===== src/rtl/mult_unit.sv =====
// Iterative shift-add HI/LO multiplier for MIPS mult/multu.
// One partial product per cycle; hi/lo only change on completion.
module mult_unit #(
    parameter int WIDTH = 32
) (
    input  logic             clk,
    input  logic             rst_n,
    input  logic             start_mult,
    input  logic             mult_sign,
    input  logic [WIDTH-1:0] a,
    input  logic [WIDTH-1:0] b,
    output logic [WIDTH-1:0] hi,
    output logic [WIDTH-1:0] lo,
    output logic             busy,
    output logic             done
);

    localparam int CW = $clog2(WIDTH);
    localparam logic [CW-1:0] LAST = CW'(WIDTH - 1);

    localparam logic [1:0] S_IDLE   = 2'd0;
    localparam logic [1:0] S_RUN    = 2'd1;
    localparam logic [1:0] S_FINISH = 2'd2;

    logic [1:0]         r_state;
    logic [2*WIDTH-1:0] r_acc;
    logic [2*WIDTH-1:0] r_mcand;
    logic [WIDTH-1:0]   r_mplier;
    logic [CW-1:0]      r_count;
    logic               r_neg;
    logic               r_done;
    logic [WIDTH-1:0]   r_hi;
    logic [WIDTH-1:0]   r_lo;

    logic [WIDTH-1:0]   w_mag_a;
    logic [WIDTH-1:0]   w_mag_b;
    logic [2*WIDTH-1:0] w_sum;
    logic [2*WIDTH-1:0] w_prod;

    // Magnitudes; -MIN wraps to itself, which reads correctly as unsigned
    assign w_mag_a = (mult_sign & a[WIDTH-1]) ? -a : a;
    assign w_mag_b = (mult_sign & b[WIDTH-1]) ? -b : b;
    assign w_sum   = r_acc + (r_mplier[0] ? r_mcand : '0);
    assign w_prod  = r_neg ? -r_acc : r_acc;

    // Control FSM, datapath iteration and result registers
    always_ff @(posedge clk or negedge rst_n) begin
        if (!rst_n) begin
            r_state  <= S_IDLE;
            r_acc    <= '0;
            r_mcand  <= '0;
            r_mplier <= '0;
            r_count  <= '0;
            r_neg    <= 1'b0;
            r_done   <= 1'b0;
            r_hi     <= '0;
            r_lo     <= '0;
        end else begin
            r_done <= 1'b0;
            case (r_state)
                S_IDLE: begin
                    if (start_mult) begin
                        r_mcand  <= {{WIDTH{1'b0}}, w_mag_a};
                        r_mplier <= w_mag_b;
                        r_neg    <= mult_sign & (a[WIDTH-1] ^ b[WIDTH-1]);
                        r_acc    <= '0;
                        r_count  <= '0;
                        r_state  <= S_RUN;
                    end
                end
                S_RUN: begin
                    r_acc    <= w_sum;
                    r_mcand  <= r_mcand << 1;
                    r_mplier <= r_mplier >> 1;
                    r_count  <= r_count + 1'b1;
                    if (r_count == LAST) begin
                        r_state <= S_FINISH;
                    end
                end
                S_FINISH: begin
                    {r_hi, r_lo} <= w_prod;
                    r_done       <= 1'b1;
                    r_state      <= S_IDLE;
                end
                default: begin
                    r_state <= S_IDLE;
                end
            endcase
        end
    end

    assign hi   = r_hi;
    assign lo   = r_lo;
    assign done = r_done;
    assign busy = (r_state != S_IDLE);

endmodule

===== config.mk =====
export PLATFORM = sky130hd
export DESIGN_NAME = mult_unit
export DESIGN_NICKNAME = d
export VERILOG_FILES = /design/src/rtl/mult_unit.sv
export SDC_FILE = /design/constraint.sdc
export NUM_CORES = 1
export LEC_CHECK = 0
export ABC_AREA = 1
export CAP_MARGIN = 15
export CELL_PAD_IN_SITES_DETAIL_PLACEMENT = 0
export CELL_PAD_IN_SITES_GLOBAL_PLACEMENT = 1
export CORE_ASPECT_RATIO = 0.6
export CORE_MARGIN = 1
export CORE_UTILIZATION = 43
export CTS_CLUSTER_SIZE = 25
export DETAILED_ROUTE_END_ITERATION = 12
export HOLD_SLACK_MARGIN = 0.03
export PLACE_DENSITY = 0.82
export SKIP_CTS_REPAIR_TIMING = 1
export SLEW_MARGIN = 0
export SYNTH_ARGS = -nofsm -noshare
export SYNTH_HDL_FRONTEND = slang
export SYNTH_SLANG_ARGS = --single-unit

===== constraint.sdc =====
create_clock -name clk -period 3.61 [get_ports clk]
set_clock_uncertainty 0.2 [all_clocks]
set_input_delay 0.361 -clock clk [delete_from_list [all_inputs] [get_ports clk]]
set_output_delay 0.361 -clock clk [all_outputs]
set_load 0.02 [all_outputs]

==> results.py, run 1 <==
metrics = {
    "status": {
        "outcome": "finished clean",
    },
    "synth": {
        "synth_area_sq_mm": 0.0190,
        "synthTopCellsByArea": "dfrtp_1 31%, nand2_1 21%, inv_1 11%",
        "postSynthCellCount": 3040,
        "synth_top_area_cell": "dfrtp_1",
        "post-synth-top-count-cell": "nand2_1",
        "synth_common_cells": "1072 x nand2_1, 551 x inv_1, 246 x nor2_1",
        "synth_top_area_frac": 0.308,
        "count_of_yosys_warnings_during_synthesis": 0,
        "synth-main-ff-cell": "dfrtp_1",
        "synth.lib_cells_used.distinct": 54,
        "synth_fp_nets": 3177,
        "ys_seq_elements": 233,
        "post_synth.cell_area_avg_sq_um": 6.23,
        "async_flop_share": 1.00,
        "number_of_synthesized_flops_with_an_enable_pin": 0,
        "synth_seq_area_share": 0.308,
    },
    "power_and_ir_drop": {
        "netSwitchingPower_mw": 10.0,
        "power.ir.vdd_worst_uv": 550,
        "finalPower_mw": 18.8,
        "combinationalPowerShare": 0.581,
        "sequentialPowerShare": 0.262,
        "power_switching_share": 0.531,
        "power.clock.fraction": 0.158,
        "p_int_mw": 8.84,
        "power.static_leakage_nw": 11.9,
        "power-per-cell-area_mw_per_mm2": 861,
    },
    "place": {
        "numPlacedInstances": 3711,
        "routabilityCongestion": 1.00,
        "portBuffers": 133,
        "detailedPlacementHpwl_microns": 56500,
        "postPlaceCellArea_sq_mm": 0.0210,
    },
    "floorplan": {
        "dieWidth_microns": 273,
        "io-pin-count": 134,
        "core.rowCount": 59,
        "fp.dieArea_sq_mm": 0.0449,
        "start_util": 0.437,
        "core_region_area_sq_mm": 0.0434,
        "die_height_microns": 165,
    },
    "worst_setup_path": {
        "required_ns": 3.82,
        "ff2ff_path_depth": 15,
        "regToRegEndpoint": "r_acc[20]$_DFFE_PN0P_",
        "crit_path_start_kind": "register",
        "worstReg2RegStart": "r_mplier[0]$_DFFE_PN0P_",
        "crit_fanout": 19,
        "ff2ff_setup_slack_ns": 0.33,
        "cp-end-kind": "register",
        "worst-endpoint-arrival_ns": 3.49,
        "crit_type": "reg2reg",
    },
    "routing": {
        "drc": 0,
        "routed_wl_microns": 70600,
        "num_vias": 20000,
        "detail_route.wl_per_cell_microns": 18.8,
        "ant_nets": 0,
        "detail_route.first_pass.iterations": 5,
        "top_layer_used": "met4",
        "drtIter0Drc": 2282,
        "met3RoutedLength_microns": 8330,
        "met2_length_microns": 24300,
        "drt-vias-per-instance": 5.33,
        "total_routed_wire_length_on_the_met1_layer_microns": 36900,
    },
    "clocking": {
        "cts_buffers": 26,
        "cts_root_buf": "clkbuf_16",
        "cts_tree": "done",
        "ctsLongestPathBuffers": 3,
        "cts.htree.levels": 1,
        "insertion_delay_of_the_later_clocked_pin_in_the_worst_skew_pair_ns": 0.58,
        "clk_transition_reported_paths_ns": 0.07,
        "cts_num_sinks": 233,
    },
    "final_layout": {
        "ant_diodes": 0,
        "flow.area_growth_from_synthesis_pct": 15.5,
        "n_fill_cell": 4513,
        "layout.nets": 3298,
        "layout-drive-gt1-share": 0.0472,
        "final-instance-count-excl-fill": 3756,
        "post-route-cell-area_sq_mm": 0.0219,
    },
    "worst_hold_path": {
        "worst_hold_path_type": "in2async",
    },
    "sta": {
        "post-route-period-util": 0.907,
        "layout_min_cycle_time_ns": 3.28,
        "final-setup-viol-count": 0,
        "rsz0062_at_grt": "no",
        "finalHoldWorstSlack_ns": 0.141,
        "fin_tns_setup_ns": 0,
        "worst_pin_slew_ns": 0.865,
        "final_hold_viol_count": 0,
        "achievable-frequency_ghz": 0.305,
        "worst_slew_margin_rel": 0.423,
        "drv_slew": 0,
    },
    "global_route": {
        "antenna_found_initial": 0,
        "grtUsageTotal": 0.316,
        "pin_count_of_the_biggest_net_entering_global_routing": 105,
        "first_global_vias": 18000,
        "grt-ovfl-total": 0,
        "grt_first_pass_wirelength_microns": 108000,
    },
    "run": {
        "timing.max_cap.violations": 0,
    },
}
[power groups by stage]
stage	logic, mW	clock network [mW]	registers, mW
6_report	10.9	2.97	4.93
5_1_grt	12.1	3.12	4.99
4_1_cts	10.7	3.01	4.84
3_5_place_dp	10.6	0	4.88
3_3_place_gp	10.5	0	4.86
2_1_floorplan	7.16	0	4.40
[registers in the layout, indices dropped and copies added (netlist names), 2 cells and up]
signal	count
r_mplier	32
lo	32
hi	32
r_count	5
r_acc	64
r_state	2
r_mcand	64
[worst max path at each step]
stage	start	endpoint	slack [ns]	depth (start not counted)
finish	r_mplier[0]$_DFFE_PN0P_	r_acc[20]$_DFFE_PN0P_	0.33	15
global route	r_mplier[0]$_DFFE_PN0P_	r_acc[20]$_DFFE_PN0P_	0.11	15
CTS	r_mplier[0]$_DFFE_PN0P_	r_acc[20]$_DFFE_PN0P_	0.41	15
detailed placement	r_mplier[0]$_DFFE_PN0P_	r_acc[20]$_DFFE_PN0P_	0.44	15
global placement	r_mplier[0]$_DFFE_PN0P_	r_acc[49]$_DFFE_PN0P_	0.43	14
floorplan	r_mplier[0]$_DFFE_PN0P_	r_acc[62]$_DFFE_PN0P_	0.86	21
[cells in the final DEF (no fill, tap or decap), drive strengths merged, types with 57 or more instances in the layout]
cell type,count
a21oi,77
a22oi,57
clkdlybuf4s50,132
dfrtp,233
ha,68
inv,559
nand2,1084
nand3,200
nor2,272
o21ai,174
xor2,61
[cell type report]
type	instances	area [sq um]	area share
well taps	579	724	0.0331
clock buffers	36	739	0.0338
multi-input cells	2173	10700	0.487
inverters	559	2100	0.0959
clock inverters	8	168	0.00766
repair buffers	168	1660	0.0760
flip-flops and latches	233	5830	0.266
[routing by layer]
metal  GRT usage  vias to the layer above
met1       0.532                     9352
met4      0.0455                        0
met2       0.388                      858
li1            -                     9749
met5           0                        -
met3      0.0773                       79
[stage by stage]
stage           util  worst slack (ns)
6_report       0.504             0.334
5_1_grt        0.504             0.115
4_1_cts        0.504             0.412
3_5_place_dp   0.483             0.438
3_3_place_gp   0.483             0.427
2_1_floorplan      -             0.862
[logic make-up (layout without fill, tap and decap cells)]
kind of cell | after synthesis | count (layout) | share of synthesized area
xor gates and xnor gates | 71 | 71 | 0.0328
DFF | 233 | 233 | 0.308
AOI/OAI and AO/OA | 378 | 378 | 0.117
buffers and inverters | 634 | 771 | 0.130
and+or+nand+nor | 1655 | 1655 | 0.366
adders and majority gates | 69 | 69 | 0.0460
[critical path, cell delays in order, from the launching register on]
cell and delay (ns):
dfrtp_2 0.63, nand2_1 0.09, inv_1 0.06, ha_1 0.15, inv_1 0.05, fa_1 0.35, inv_1 0.10, nand3_1 0.12
nand2_1 0.18, nand3_1 0.10, nand3_1 0.16, nand2_1 0.07, nand2_1 0.24, a21oi_1 0.10, o21ai_0 0.28, o21ai_0 0.21
Note: power is estimated with default switching activity, not from simulation.
==> run 2, diff against run 1 <==
--- a/config.mk
+++ b/config.mk
@@ -14,8 +14,7 @@
 export CORE_UTILIZATION = 43
 export CTS_CLUSTER_SIZE = 25
 export DETAILED_ROUTE_END_ITERATION = 12
-export HOLD_SLACK_MARGIN = 0.03
-export PLACE_DENSITY = 0.82
+export PLACE_DENSITY = 0.89
 export SKIP_CTS_REPAIR_TIMING = 1
 export SLEW_MARGIN = 0
 export SYNTH_ARGS = -nofsm -noshare
==> run 2 against run 1 <==
  * Register-to-register slack worse by 0.06 ns
  * Critical path depth stayed put
  * Cell area is 0.37% higher
  * Die area stayed put
  * Via count is 1.1% lower
  * Sequential share of layout area is 0.097 points lower
==> results.py, run 2 (synthesized netlist as in run 1, its figures left out) <==
metrics = {
    "status": {
        "outcome": "finished clean",
    },
    "worst_setup_path": {
        "worst_path_most_repeated_cell": "nand2_1",
        "ff2ff_path_depth": 15,
        "cp-end-kind": "register",
        "worstReg2RegStart": "r_mplier[0]$_DFFE_PN0P_",
        "regToRegEndpoint": "r_acc[50]$_DFFE_PN0P_",
        "critical_path.cell_chain": "buf_4, nand2_1, inv_1, ha_1, nand2_1, nor2_1, inv_1, nor2_1, nand2_1, nor2_1, nand2_1, nand3_1, nand2_1, nand3_1, nand2_1",
        "cp_top_family": "simple AND/OR/NAND/NOR gates",
        "required_ns": 3.86,
        "worstPathBufferInverterCount": 3,
        "worst-endpoint-arrival_ns": 3.58,
        "worst_path_largest_cell_delay_ns": 0.60,
        "timing.critical_path.slowest_stage_cell": "dfrtp_2",
        "crit_type": "reg2reg",
        "crit_fanout": 37,
        "ff2ff_setup_slack_ns": 0.28,
        "crit_path_start_kind": "register",
    },
    "sta": {
        "post-route-period-util": 0.923,
        "setup_slack_ns": 0.278,
        "final_hold_viol_count": 0,
        "rsz0062_at_grt": "no",
        "worst_slew_margin_rel": 0.433,
        "layout_min_cycle_time_ns": 3.33,
        "final-setup-viol-count": 0,
        "achievable-frequency_ghz": 0.300,
        "fin_tns_setup_ns": 0,
        "worst_pin_slew_ns": 0.851,
        "drv_slew": 0,
    },
    "global_route": {
        "pin_count_of_the_biggest_net_entering_global_routing": 105,
        "grt-ovfl-total": 0,
        "grt_first_pass_wirelength_microns": 106000,
        "antenna_found_initial": 0,
        "grtUsageTotal": 0.309,
        "first_global_vias": 18000,
    },
    "final_layout": {
        "post-route-cell-area_sq_mm": 0.0220,
        "layout-drive-gt1-share": 0.0512,
        "final_core_util": 0.506,
        "ant_diodes": 0,
        "layout.nets": 3304,
        "final_common_cell": "nand2_1",
        "most_frequent_cells_in_the_layout": "1072 x nand2_1, 550 x inv_1, 246 x nor2_1",
        "largest_registers": "r_acc x64, r_mcand x64",
        "flow.area_growth_from_synthesis_pct": 15.9,
    },
    "place": {
        "detailedPlacementHpwl_microns": 55400,
        "detailedPlace.worstSlack_ns": 0.348,
        "portBuffers": 133,
        "routabilityCongestion": 1.01,
        "postPlaceCellArea_sq_mm": 0.0210,
    },
    "routing": {
        "ant_nets": 0,
        "drtIter0Drc": 1974,
        "detail_route.first_pass.iterations": 8,
        "num_vias": 19800,
        "drc": 0,
        "routed_wl_microns": 68800,
        "detail_route.wl_per_cell_microns": 18.3,
        "drt-vias-per-instance": 5.27,
    },
    "clocking": {
        "insertion_delay_of_the_later_clocked_pin_in_the_worst_skew_pair_ns": 0.59,
        "cts_root_buf": "clkbuf_16",
        "cts_num_sinks": 233,
        "cts_tree": "done",
        "clk_transition_reported_paths_ns": 0.07,
        "cts_buffers": 26,
        "ctsLongestPathBuffers": 3,
        "cts.htree.levels": 1,
    },
    "floorplan": {
        "io-pin-count": 134,
        "dieWidth_microns": 273,
        "core.rowCount": 59,
        "core_region_area_sq_mm": 0.0434,
        "die_height_microns": 165,
        "start_util": 0.437,
        "fp.dieArea_sq_mm": 0.0449,
    },
    "power_and_ir_drop": {
        "power.ir.vdd_worst_uv": 458,
        "power.static_leakage_nw": 11.9,
        "power-per-cell-area_mw_per_mm2": 858,
        "finalPower_mw": 18.8,
    },
    "worst_hold_path": {
        "worst_hold_path_type": "in2async",
    },
    "run": {
        "timing.max_cap.violations": 0,
    },
}
-- run 2: final cells by class --
cell class                 count  area [sq um]
fill                        4473         21400
multi-input combinational   2173         10700
sequential                   233          5830
inverter                     559          2100
timing repair buffer         174          1700
tap                          579           724
clock buffer                  32           713
clock inverter                14           229
-- run 2: power breakdown --
part / switching (mW) / leakage, nW / internal (mW)
Clock: 1.23 / 0.451 / 1.77
Sequential: 1.28 / 2.85 / 3.61
Combinational: 7.49 / 8.59 / 3.47
-- run 2: routing by layer --
metal | routed length [microns] | global-route usage | up-vias | share of wire
li1 | - | - | 9762 | -
met3 | 8030 | 0.0856 | 49 | 0.12
met5 | 0 | 0 | - | 0
met1 | 35600 | 0.503 | 9277 | 0.52
met4 | 650 | 0.0328 | 0 | 0.0094
met2 | 24600 | 0.397 | 731 | 0.36
-- run 2: how the worst max path moves through the flow --
stage,startpoint,end,slack [ns],cells after the start
final,r_mplier[0]$_DFFE_PN0P_,r_acc[50]$_DFFE_PN0P_,0.28,15
after global routing,r_mplier[0]$_DFFE_PN0P_,r_acc[62]$_DFFE_PN0P_,0.01,15
after CTS,r_mplier[0]$_DFFE_PN0P_,r_acc[45]$_DFFE_PN0P_,0.30,15
after detailed placement,r_mplier[0]$_DFFE_PN0P_,r_acc[53]$_DFFE_PN0P_,0.35,15
after global placement,r_mplier[0]$_DFFE_PN0P_,r_acc[62]$_DFFE_PN0P_,0.35,15
after floorplan,r_mplier[0]$_DFFE_PN0P_,r_acc[62]$_DFFE_PN0P_,0.86,21
-- run 2: through the flow --
| stage | cells | hold WS [ns] |
|---|---|---|
| global route | 3764 | 0.251 |
| floorplan | 3040 | -0.135 |
| finish | 3764 | 0.197 |
| detailed placement | 3716 | 0.261 |
| CTS | 3762 | -0.355 |
| global placement | 3716 | 0.256 |
